**config.mk**
```make
export PLATFORM = sky130hd
export DESIGN_NAME = ble_lutk_frac_cfg
export DESIGN_NICKNAME = d
export VERILOG_FILES = /design/src/rtl/ble_lutk_frac_cfg_pkg.sv /design/src/rtl/ble_lutk_frac_cfg_lut.sv /design/src/rtl/ble_lutk_frac_cfg.sv
export SDC_FILE = /design/constraint.sdc
export NUM_CORES = 1
export LEC_CHECK = 0
export BUFFER_PORTS_ARGS = -buffer_cell sky130_fd_sc_hd__buf_2
export CELL_PAD_IN_SITES_DETAIL_PLACEMENT = 1
export CELL_PAD_IN_SITES_GLOBAL_PLACEMENT = 1
export CORE_ASPECT_RATIO = 1.75
export CORE_MARGIN = 2
export CORE_UTILIZATION = 44
export DETAILED_ROUTE_END_ITERATION = 10
export PLACE_DENSITY_LB_ADDON = 0.2
export SETUP_SLACK_MARGIN = 0.02
export SLEW_MARGIN = 20
export SYNTH_ARGS = -nofsm -noshare
export SYNTH_HDL_FRONTEND = slang
export SYNTH_SLANG_ARGS = --single-unit
```
**constraint.sdc**
```tcl
create_clock -name clk -period 2.3 [get_ports clk]
set_clock_uncertainty 0.2 [all_clocks]
set_input_delay 0.345 -clock clk [delete_from_list [all_inputs] [get_ports clk]]
set_output_delay 0.345 -clock clk [all_outputs]
set_load 0.005 [all_outputs]
```
**src/rtl/ble_lutk_frac_cfg_pkg.sv**
```systemverilog
//==============================================================================
// Module : ble_pkg
// Desc   : Config-chain layout constants and decoded mode struct for the BLE.
// Rev    : 1.0
//==============================================================================
`default_nettype none

package ble_pkg;

    localparam int CFG_TT_LSB = 0;

    typedef struct packed {
        logic ce_use;
        logic ff_init;
        logic out1_reg;
        logic out0_reg;
        logic frac;
    } cfg_mode_t;

    function automatic int cfg_bits(input int k);
        return (1 << k) + 5;
    endfunction

    function automatic int cfg_frac_ofs(input int k);
        return (1 << k);
    endfunction

    function automatic int cfg_out0_ofs(input int k);
        return (1 << k) + 1;
    endfunction

    function automatic int cfg_out1_ofs(input int k);
        return (1 << k) + 2;
    endfunction

    function automatic int cfg_init_ofs(input int k);
        return (1 << k) + 3;
    endfunction

    function automatic int cfg_ce_ofs(input int k);
        return (1 << k) + 4;
    endfunction

endpackage : ble_pkg

`default_nettype wire

```
**src/rtl/ble_lutk_frac_cfg_lut.sv**
```systemverilog
//==============================================================================
// Module : lut_k_frac
// Desc   : Combinational K-input LUT, optionally split into two (K-1)-LUTs.
// Rev    : 1.0
//==============================================================================
`default_nettype none

module lut_k_frac #(
    parameter int K = 4
) (
    input  logic [(1<<K)-1:0] i_tt,
    input  logic [K-1:0]      i_ble_in,
    input  logic              i_frac,
    output logic              o_lut0,
    output logic              o_lut1
);

    // In fractured mode the MSB input is replaced by a fixed half-table select.
    logic [K-1:0] w_idx_lo;
    logic [K-1:0] w_idx_hi;

    assign w_idx_lo = {1'b0, i_ble_in[K-2:0]};
    assign w_idx_hi = {1'b1, i_ble_in[K-2:0]};

    assign o_lut0 = i_frac ? i_tt[w_idx_lo] : i_tt[i_ble_in];
    assign o_lut1 = i_frac ? i_tt[w_idx_hi] : i_tt[i_ble_in];

endmodule : lut_k_frac

`default_nettype wire

```
**src/rtl/ble_lutk_frac_cfg.sv**
```systemverilog
//==============================================================================
// Module : ble_lutk_frac_cfg
// Desc   : Fracturable K-LUT logic element with two FFs and its own config chain.
// Rev    : 1.0
//==============================================================================
`default_nettype none

module ble_lutk_frac_cfg
    import ble_pkg::*;
#(
    parameter int K = 4
) (
    input  logic         clk,
    input  logic         reset,
    input  logic         cfg_shift,
    input  logic         ccff_head,
    output logic         ccff_tail,
    output logic         cfg_done,
    input  logic [K-1:0] ble_in,
    input  logic         ble_ce,
    input  logic         ble_sr,
    output logic [1:0]   ble_out
);

    localparam int TT_BITS  = 1 << K;
    localparam int CFG_BITS = cfg_bits(K);
    localparam int CNT_W    = $clog2(CFG_BITS + 1);
    localparam logic [CNT_W-1:0] CNT_FULL = CNT_W'(CFG_BITS);

    logic [CFG_BITS-1:0] r_cfg_q;
    logic [CFG_BITS-1:0] w_cfg_d;
    logic [CNT_W-1:0]    r_cnt_q;
    logic [CNT_W-1:0]    w_cnt_d;
    logic [1:0]          r_ff_q;
    logic [1:0]          w_ff_d;
    cfg_mode_t           w_mode;
    logic                w_lut0;
    logic                w_lut1;
    logic                w_cnt_full;

    assign w_mode.frac     = r_cfg_q[cfg_frac_ofs(K)];
    assign w_mode.out0_reg = r_cfg_q[cfg_out0_ofs(K)];
    assign w_mode.out1_reg = r_cfg_q[cfg_out1_ofs(K)];
    assign w_mode.ff_init  = r_cfg_q[cfg_init_ofs(K)];
    assign w_mode.ce_use   = r_cfg_q[cfg_ce_ofs(K)];

    lut_k_frac #(
        .K (K)
    ) u_lut (
        .i_tt     (r_cfg_q[CFG_TT_LSB +: TT_BITS]),
        .i_ble_in (ble_in),
        .i_frac   (w_mode.frac),
        .o_lut0   (w_lut0),
        .o_lut1   (w_lut1)
    );

    assign w_cnt_full = (r_cnt_q == CNT_FULL);

    // Shifting freezes user state so a reload never disturbs held FF values.
    always_comb begin
        w_cfg_d = r_cfg_q;
        w_cnt_d = r_cnt_q;
        w_ff_d  = r_ff_q;
        if (cfg_shift) begin
            w_cfg_d = {ccff_head, r_cfg_q[CFG_BITS-1:1]};
            if (!w_cnt_full) begin
                w_cnt_d = r_cnt_q + CNT_W'(1);
            end
        end else if (ble_sr) begin
            w_ff_d = {2{w_mode.ff_init}};
        end else if (!w_mode.ce_use || ble_ce) begin
            w_ff_d = {w_lut1, w_lut0};
        end
    end

    always_ff @(posedge clk) begin
        if (reset) begin
            r_cfg_q <= '0;
            r_cnt_q <= '0;
            r_ff_q  <= '0;
        end else begin
            r_cfg_q <= w_cfg_d;
            r_cnt_q <= w_cnt_d;
            r_ff_q  <= w_ff_d;
        end
    end

    assign ccff_tail = r_cfg_q[0];
    assign cfg_done  = w_cnt_full & ~cfg_shift;

    assign ble_out[0] = cfg_done ? (w_mode.out0_reg ? r_ff_q[0] : w_lut0) : 1'b0;
    assign ble_out[1] = cfg_done ? (w_mode.out1_reg ? r_ff_q[1] : w_lut1) : 1'b0;

endmodule : ble_lutk_frac_cfg

`default_nettype wire

```
==> results of run 1 <==
==> placed cells by master (no fill, tap or decap) <==
cell / n
and3_1: 1
nor2_1: 29
a21oi_1: 3
buf_4: 2
nand4_1: 1
nand2b_1: 2
o221a_2: 2
buf_2: 13
a311oi_1: 1
nor2b_1: 1
bufinv_16: 1
clkbuf_8: 3
nand4b_1: 1
nand3_1: 2
nand2_1: 3
ha_1: 2
mux2i_1: 29
mux2i_2: 2
mux4_2: 2
inv_1: 1
xor2_1: 4
dfxtp_1: 15
o211a_1: 2
dfxtp_2: 13
==> per-layer routing <==
metal | track usage, % | vias up | share of wire [%]
met5 | 0 | - | 0
met4 | 7.07 | 0 | 0.92
met3 | 2.43 | 2 | 2.9
met2 | 31.9 | 11 | 57
met1 | 19.2 | 452 | 39
li1 | - | 447 | -
==> flip-flops by register name (all words and copies together), names as in the netlist <==
name and cells:
r_cfg_q 21, r_cnt_q 5, r_ff_q 2
==> power breakdown <==
part / total (W) / switching (W) / internal, W
Clock: 0.000378 / 0.000145 / 0.000233
Combinational: 0.0000660 / 0.0000369 / 0.0000291
Sequential: 0.000499 / 0.00000740 / 0.000492
==> layout make-up <==
type	count	area share, %
multi-input combinational	87	46.3
sequential	28	40.5
timing repair buffer	15	5.62
clock buffer	3	2.90
tap	27	2.37
clock inverter	1	2.11
inverter	1	0.263
==> kinds of logic after synthesis <==
logic type	after synthesis	synth area share [%]
and+or+nand+nor	40	13.6
muxes	33	28.5
DFF	28	44.9
AOI/OAI and AO/OA	8	5.32
buffers and inverters	8	2.81
xor gates and xnor gates	4	2.81
adders and majority gates	2	2.01
==> worst register-to-register path, delay by kind of cell, from the launching register on <==
kind / cells / cell delay (ns)
muxes: 3 / 0.79
AOI/OAI and AO/OA: 1 / 0.16
buffers and inverters: 1 / 0.14
DFF: 1 / 0.36
==> final timing paths <==
kind	from	endpoint	slack, ns	depth (start not counted)
min	ccff_head	r_cfg_q[20]	0.14	3
max reg2reg	r_cfg_q[11]	r_ff_q[1]	0.61	5
min reg2reg	r_cfg_q[7]	r_cfg_q[7]	0.31	2
max	r_cfg_q[11]	ble_out[0]	0.07	5
==> stage by stage <==
step | power [W] | TNS (ns) | cells
after detailed placement | 0.000576 | 0 | 157
after CTS | 0.000958 | 0 | 161
after global routing | 0.000984 | -0.00799 | 162
final | 0.000943 | 0 | 162
after floorplan | 0.000558 | 0 | 123
after global placement | 0.000573 | 0 | 157
==> what timing repair did <==
item | in CTS | in global routing
endpoints found under the setup margin | 2 | 2
hold buffers | 0 | 0
resized for setup | 0 | 15
setup buffers | 0 | 1
==> flow_metrics.tcl, run 1 <==
set metrics [dict create \
    ys.flop_type "dfxtp_1" \
    slew_headroom_pct 67.1 \
    first_pass_iters 4 \
    syn_inst 123 \
    rsz0062_at_grt "true" \
    cts_root_buf "clkbuf_8" \
    critPathBufInv 1 \
    place_worst_setup_slack_ns 0.0750 \
    synth_cell_types 22 \
    die_x_um 44.3 \
    grt_pass1_vias 939 \
    clk_latency_ns 0.27 \
    route.detailed.drc 0 \
    leakage_nw 0.676 \
    setup_viol 0 \
    slowest_stage "mux4_2" \
    wire_per_inst_um 15.5 \
    portBuffers 13 \
    grt_max_degree 28 \
    maxCapViolCount 0 \
    netlist_area_sq_um 1250 \
    finalMaxSlewViolations 0 \
    worst_slack_ns 0.0714 \
    wl_mm 2.51 \
    required_ns 1.75 \
    cts_tree "built" \
    async_flop_share_pct 0 \
    rows 25 \
    ant_nets 0 \
    yosys.area.top_type "dfxtp_1" \
    synth_edf_count 0 \
    dieArea_sq_um 3290 \
    grt_pass1_wl_mm 4.21 \
    worstPathArrival_ns 1.68 \
    finalNetCount 148 \
    cts.sinks 28 \
    synth.most_common_cell "mux2i_1" \
    yosysWarnings 0 \
    min_period_ns 2.23 \
    clk_pin_slew_ns 0.09 \
    final-hold-violation-count 0 \
    ys_top_cells_by_area "dfxtp_1 (45%), mux2i_1 (25%), nor2_1 (8.7%)" \
    cp_max_fo 3 \
    period_share_pct 96.9 \
    critPathLaunchType "flop" \
    worstMarginPinSlew_ns 0.494 \
    synth_top_area_share_pct 44.9 \
    final_layout_size_suffix_gt1_share_pct 28.1 \
    h-tree-depth 1 \
    ys_seq_area_share_pct 44.9 \
    drt_iter0_markers 14 \
    ios 14 \
    cp_top_family "multiplexers" \
    multi_input_area_sq_um 659 \
    num_vias 912 \
    outcome "finished clean" \
    worstSetupPathType "reg2out" \
    placed_cell_area_sq_um 1320 \
    avgSynthCellArea_sq_um 10.1 \
    critPathMaxStageDelay_ns 0.50 \
    max-clock-path-buffers 2 \
    antenna_found_initial 0 \
    final_util_pct 53.0 \
    vias_per_cell 5.63 \
    fill_cells 322 \
    syn-num-nets 135 \
    holdCritPathClass "in2reg" \
    cp-end-kind "output pin" \
    cts-buffers-inserted 3 \
    initial_utilization_pct 46.4 \
    whs_ns 0.145 \
    ff_latch_area_sq_um 577 \
    synth_seq_cells 28 \
    powerDensity_nw_per_um2 662 \
    core_sq_um 2690 \
    antennaDiodeCount 0 \
    grt_overflow 0 \
    die_y_um 74.4 \
    grtUsageTotal_pct 17.3 \
    dp_hpwl_mm 1.87 \
    fmax_mhz 449 \
    syn2layout_area_growth_pct 14.2 \
    gp_congestion 0.746 \
    worstPathCellList "mux2i_1, mux4_2, mux2i_2, o211a_1, buf_2" \
    irDropWorstVdd_mv 0.563 \
    ys_top_cells_by_count "mux2i_1 (31), nor2_1 (29), dfxtp_1 (28)" \
    final_area_sq_um 1430 \
]
No activity file was read; power rests on OpenSTA's default activity.
==> run 2, diff against run 1 <==
- BUFFER_PORTS_ARGS: -buffer_cell sky130_fd_sc_hd__buf_2 -> -buffer_cell sky130_fd_sc_hd__clkbuf_2
- CORE_UTILIZATION: 44 -> 35
- CTS_BUF_LIST: unset -> sky130_fd_sc_hd__clkbuf_8
==> flow_metrics.tcl, run 2 (same netlist as run 1, synthesis figures left out) <==
set metrics [dict create \
    ios 14 \
    min_period_ns 2.21 \
    rsz0062_at_grt "true" \
    critPathMaxStageDelay_ns 0.51 \
    grt_max_degree 28 \
    final_util_pct 42.0 \
    worstPathCellList "buf_2, mux2i_1, mux4_2, mux2i_2, o211a_1, buf_2" \
    fill_cells 401 \
    finalNetCount 147 \
    final_common_cell "mux2i_1" \
    antennaDiodeCount 0 \
    cp_max_fo 8 \
    setup_viol 0 \
    period_share_pct 96.2 \
    path_depth 6 \
    cts.sinks 28 \
    grt_pass1_wl_mm 4.42 \
    grtUsageMet1_pct 14.6 \
    grt_overflow 0 \
    num_vias 902 \
    fmax_mhz 452 \
    use_met3_pct 1.80 \
    clkPwrFrac_pct 35.0 \
    max-clock-path-buffers 2 \
    portBuffers 13 \
    die_x_um 49.1 \
    irDropWorstVdd_mv 0.343 \
    worstRegToRegCells 5 \
    first_pass_iters 4 \
    route.detailed.drc 0 \
    seqPwrFrac_pct 57.4 \
    clk_latency_ns 0.27 \
    cp-end-kind "output pin" \
    critPathLaunchType "input port" \
    wire_per_inst_um 14.2 \
    combPwrFrac_pct 7.5 \
    dieArea_sq_um 4080 \
    required_ns 1.75 \
    wl_mm 2.55 \
    gp_congestion 0.708 \
    h-tree-depth 1 \
    power_switching_w 0.000195 \
    cts_tree "built" \
    antenna_found_initial 0 \
    grt_util_met2_pct 25.4 \
    syn2layout_area_growth_pct 14.5 \
    layout_common_cells "mux2i_1 (29), nor2_1 (28), dfxtp_2 (15)" \
    critPathBufInv 2 \
    outcome "finished clean" \
    grtUsageTotal_pct 13.9 \
    ant_nets 0 \
    busiest_layer "met2" \
    initial_utilization_pct 36.7 \
    final_layout_size_suffix_gt1_share_pct 29.9 \
    worstSetupPathType "in2out" \
    final-hold-violation-count 0 \
    core_sq_um 3400 \
    rows 28 \
    critPathMostFrequentCell "buf_2" \
    maxCapViolCount 0 \
    dp_hpwl_mm 1.87 \
    powerDensity_nw_per_um2 608 \
    regMostFlops "r_cfg_q" \
    drt_iter0_markers 12 \
    holdCritPathClass "in2reg" \
    worstMarginPinSlew_ns 0.541 \
    finalMaxSlewViolations 0 \
    placed_cell_area_sq_um 1350 \
    min_delay_path_depth 3 \
    slowest_stage "mux4_2" \
    cell_internal_pwr_w 0.000674 \
    leakage_nw 0.663 \
    cp_top_family "multiplexers" \
    switching_share_pct 22.4 \
    worstPathArrival_ns 1.67 \
    clk_pin_slew_ns 0.09 \
    final_area_sq_um 1430 \
    vias_per_cell 5.04 \
    slew_headroom_pct 63.9 \
    cts_root_buf "clkbuf_8" \
    cts_setup_buffers 0 \
    cts-buffers-inserted 3 \
    largestRegisters "r_cfg_q: 21 flops, r_cnt_q: 5 flops, r_ff_q: 2 flops" \
    largest_register_ffs 21 \
    die_y_um 83.0 \
    grt_pass1_vias 993 \
]
-- run 2: worst paths after layout --
path / from / slack [ns] / endpoint
worst max register to register: r_cnt_q[0] / 0.66 / r_cnt_q[2]
worst max-delay path: ble_in[0] / 0.09 / ble_out[1]
worst min-delay path: ccff_head / 0.16 / r_cfg_q[20]
worst min register to register: r_cfg_q[10] / 0.31 / r_cfg_q[10]
-- run 2: per-stage QoR --
step           instances  setup TNS (ns)  hold WS [ns]  total power (W)  setup slack, ns
4_1_cts              179               0         0.155         0.000888           0.0161
3_3_place_gp         175               0         0.298         0.000574           0.0961
3_5_place_dp         175               0         0.314         0.000576           0.0543
5_1_grt              179         -0.0414         0.157         0.000914          -0.0209
2_1_floorplan        123               0         0.279         0.000558            0.339
6_report             179               0         0.162         0.000869           0.0883
-- run 2: area by class of cell --
class,count,area (sq um),share of cell area [%]
Tap cell,45,56.3,3.94
Inverter,1,3.75,0.263
Clock buffer,4,55.1,3.85
Sequential cell,28,579,40.5
Multi-Input combinational cell,87,662,46.3
Timing Repair Buffer,14,72.6,5.08
-- run 2: power by group through the flow --
| stage | logic, W | clock network [W] | registers (W) |
|---|---|---|---|
| after floorplan | 0.0000493 | 0 | 0.000509 |
| after global placement | 0.0000631 | 0 | 0.000510 |
| after detailed placement | 0.0000652 | 0 | 0.000511 |
| after CTS | 0.0000664 | 0.000322 | 0.000500 |
| after global routing | 0.0000722 | 0.000341 | 0.000501 |
| final | 0.0000655 | 0.000304 | 0.000499 |
-- run 2: what timing repair did --
action,4_1_cts,5_1_grt
hold buffers,0,0
pin swaps,0,0
gates resized for setup,4,16
endpoints found under the setup margin,2,2
-- run 2: routing by layer --
metal	share of wire (%)	up-vias
met5	0	-
li1	-	448
met4	2.5	0
met2	55	15
met3	2.6	5
met1	40	434
-- run 2: tightest hold or removal path, delay by kind of cell --
family	cells	cell delay (ns)
AND/OR/NAND/NOR	1	0.09
buffers and inverters	1	0.09
multiplexers	1	0.07
==> run 3, diff against run 2 <==
- CORE_MARGIN: 2 -> unset
==> flow_metrics.tcl, run 3 (same netlist as run 1, synthesis figures left out) <==
set metrics [dict create \
    grt_pass1_vias 967 \
    wire_per_inst_um 13.9 \
    wl_mm 2.54 \
    dieArea_sq_um 3820 \
    final_cells 183 \
    rows 28 \
    cts_root_buf "clkbuf_8" \
    fill_cells 418 \
    worst_slack_ns 0.0797 \
    grt_pass1_wl_mm 4.14 \
    antennaDiodeCount 0 \
    rsz0062_at_grt "true" \
    slowest_stage "mux4_2" \
    slew_headroom_pct 63.7 \
    finalNetCount 151 \
    irDropWorstVdd_mv 0.415 \
    cell_internal_pwr_w 0.000755 \
    switching_share_pct 21.0 \
    drt_iter0_markers 13 \
    seqPwrFrac_pct 52.3 \
    worstPathArrival_ns 1.68 \
    portBuffers 13 \
    final_layout_size_suffix_gt1_share_pct 31.9 \
    gp_congestion 0.766 \
    route.detailed.drc 0 \
    grtUsageTotal_pct 15.4 \
    cts-buffers-inserted 3 \
    critPathMaxStageDelay_ns 0.51 \
    clk_pin_slew_ns 0.10 \
    grt_overflow 0 \
    cp_max_fo 3 \
    setup_viol 0 \
    holdCritPathClass "in2reg" \
    largestRegisters "r_cfg_q: 21 flops, r_cnt_q: 5 flops, r_ff_q: 2 flops" \
    antenna_found_initial 0 \
    worstMarginPinSlew_ns 0.544 \
    outcome "finished clean" \
    ant_nets 0 \
    regMostFlops "r_cfg_q" \
    maxCapViolCount 0 \
    ios 14 \
    dp_hpwl_mm 1.85 \
    fmax_mhz 450 \
    final-hold-violation-count 0 \
    powerDensity_nw_per_um2 648 \
    leakage_nw 0.690 \
    initial_utilization_pct 36.7 \
    power_switching_w 0.000201 \
    clk_latency_ns 0.27 \
    final_area_sq_um 1480 \
    die_x_um 47.1 \
    placed_cell_area_sq_um 1350 \
    core_sq_um 3400 \
    critPathLaunchType "flop" \
    cts.sinks 28 \
    combPwrFrac_pct 6.9 \
    cp-end-kind "output pin" \
    clkPwrFrac_pct 40.8 \
    p_total_w 0.000956 \
    cp_top_family "multiplexers" \
    syn2layout_area_growth_pct 18.3 \
    die_y_um 81.0 \
    critPathBufInv 1 \
    grt_max_degree 28 \
    num_vias 926 \
    first_pass_iters 4 \
    period_share_pct 96.5 \
    worstPathCellList "mux2i_1, mux4_2, mux2i_2, o211a_1, clkbuf_2" \
    required_ns 1.75 \
    final_common_cell "mux2i_1" \
    worstSetupPathType "reg2out" \
    max-clock-path-buffers 2 \
    min_period_ns 2.22 \
    finalMaxSlewViolations 0 \
    h-tree-depth 1 \
    cts_tree "built" \
    place_worst_setup_slack_ns 0.0462 \
    layout_common_cells "mux2i_1 (29), nor2_1 (28), dfxtp_2 (15)" \
    largest_register_ffs 21 \
    placed_cells 176 \
    vias_per_cell 5.06 \
    final_util_pct 43.4 \
]
-- run 3: cell types whose count changed in the layout (fill, tap and decap cells not counted) --
cell       before  now
bufinv_16       0    1
buf_4           1    5
clkbuf_8        4    3
-- run 3: through the flow --
step | hold WS [ns] | TNS, ns
global route | 0.148 | -0.00592
global placement | 0.296 | 0
finish | 0.135 | 0
detailed placement | 0.316 | 0
CTS | 0.138 | 0
floorplan | 0.279 | 0
-- run 3: per-layer routing --
metal / global-route usage [%] / wire [um]
met5: 0 / 0
met4: 9.71 / 36
met3: 2.44 / 66
met2: 26.4 / 1390
met1: 16.5 / 1050
-- run 3: power by group through the flow --
stage                     clock [W]  sequential (W)  combinational, W
after floorplan                   0        0.000509         0.0000493
after global placement            0        0.000510         0.0000641
after detailed placement          0        0.000511         0.0000664
after CTS                  0.000399        0.000500         0.0000674
after global routing       0.000417        0.000501         0.0000734
final                      0.000390        0.000499         0.0000662
-- run 3: final cells by class --
class / count / area [sq um] / area share (%)
Clock buffer: 3 / 41.3 / 2.80
Clock inverter: 1 / 30.0 / 2.04
Inverter: 1 / 3.75 / 0.254
Multi-Input combinational cell: 87 / 662 / 44.9
Sequential cell: 28 / 579 / 39.3
Tap cell: 45 / 56.3 / 3.82
Timing Repair Buffer: 18 / 103 / 6.96
-- run 3: worst reg2reg max path, cell delays in order (launching register included) --
cell and delay, ns:
dfxtp_2 0.36, mux2i_1 0.07, mux4_2 0.51, mux2i_2 0.19, buf_4 0.14, o221a_2 0.17
-- run 3: path summary, 6_finish.rpt --
path                 end       start  depth (start not counted)  slack [ns]
max           ble_out[0]  r_cfg_q[6]                          5        0.08
min reg2reg   r_cfg_q[7]  r_cfg_q[7]                          2        0.32
min          r_cfg_q[20]   ccff_head                          3        0.14
max reg2reg    r_ff_q[0]  r_cfg_q[6]                          5        0.61
-- run 3: repair_timing --
item / in CTS / in global routing
setup endpoints to repair: 2 / 2
pin swaps: 0 / 1
hold buffers: 0 / 0
buffers inserted: 0 / 3
gates resized for setup: 11 / 9
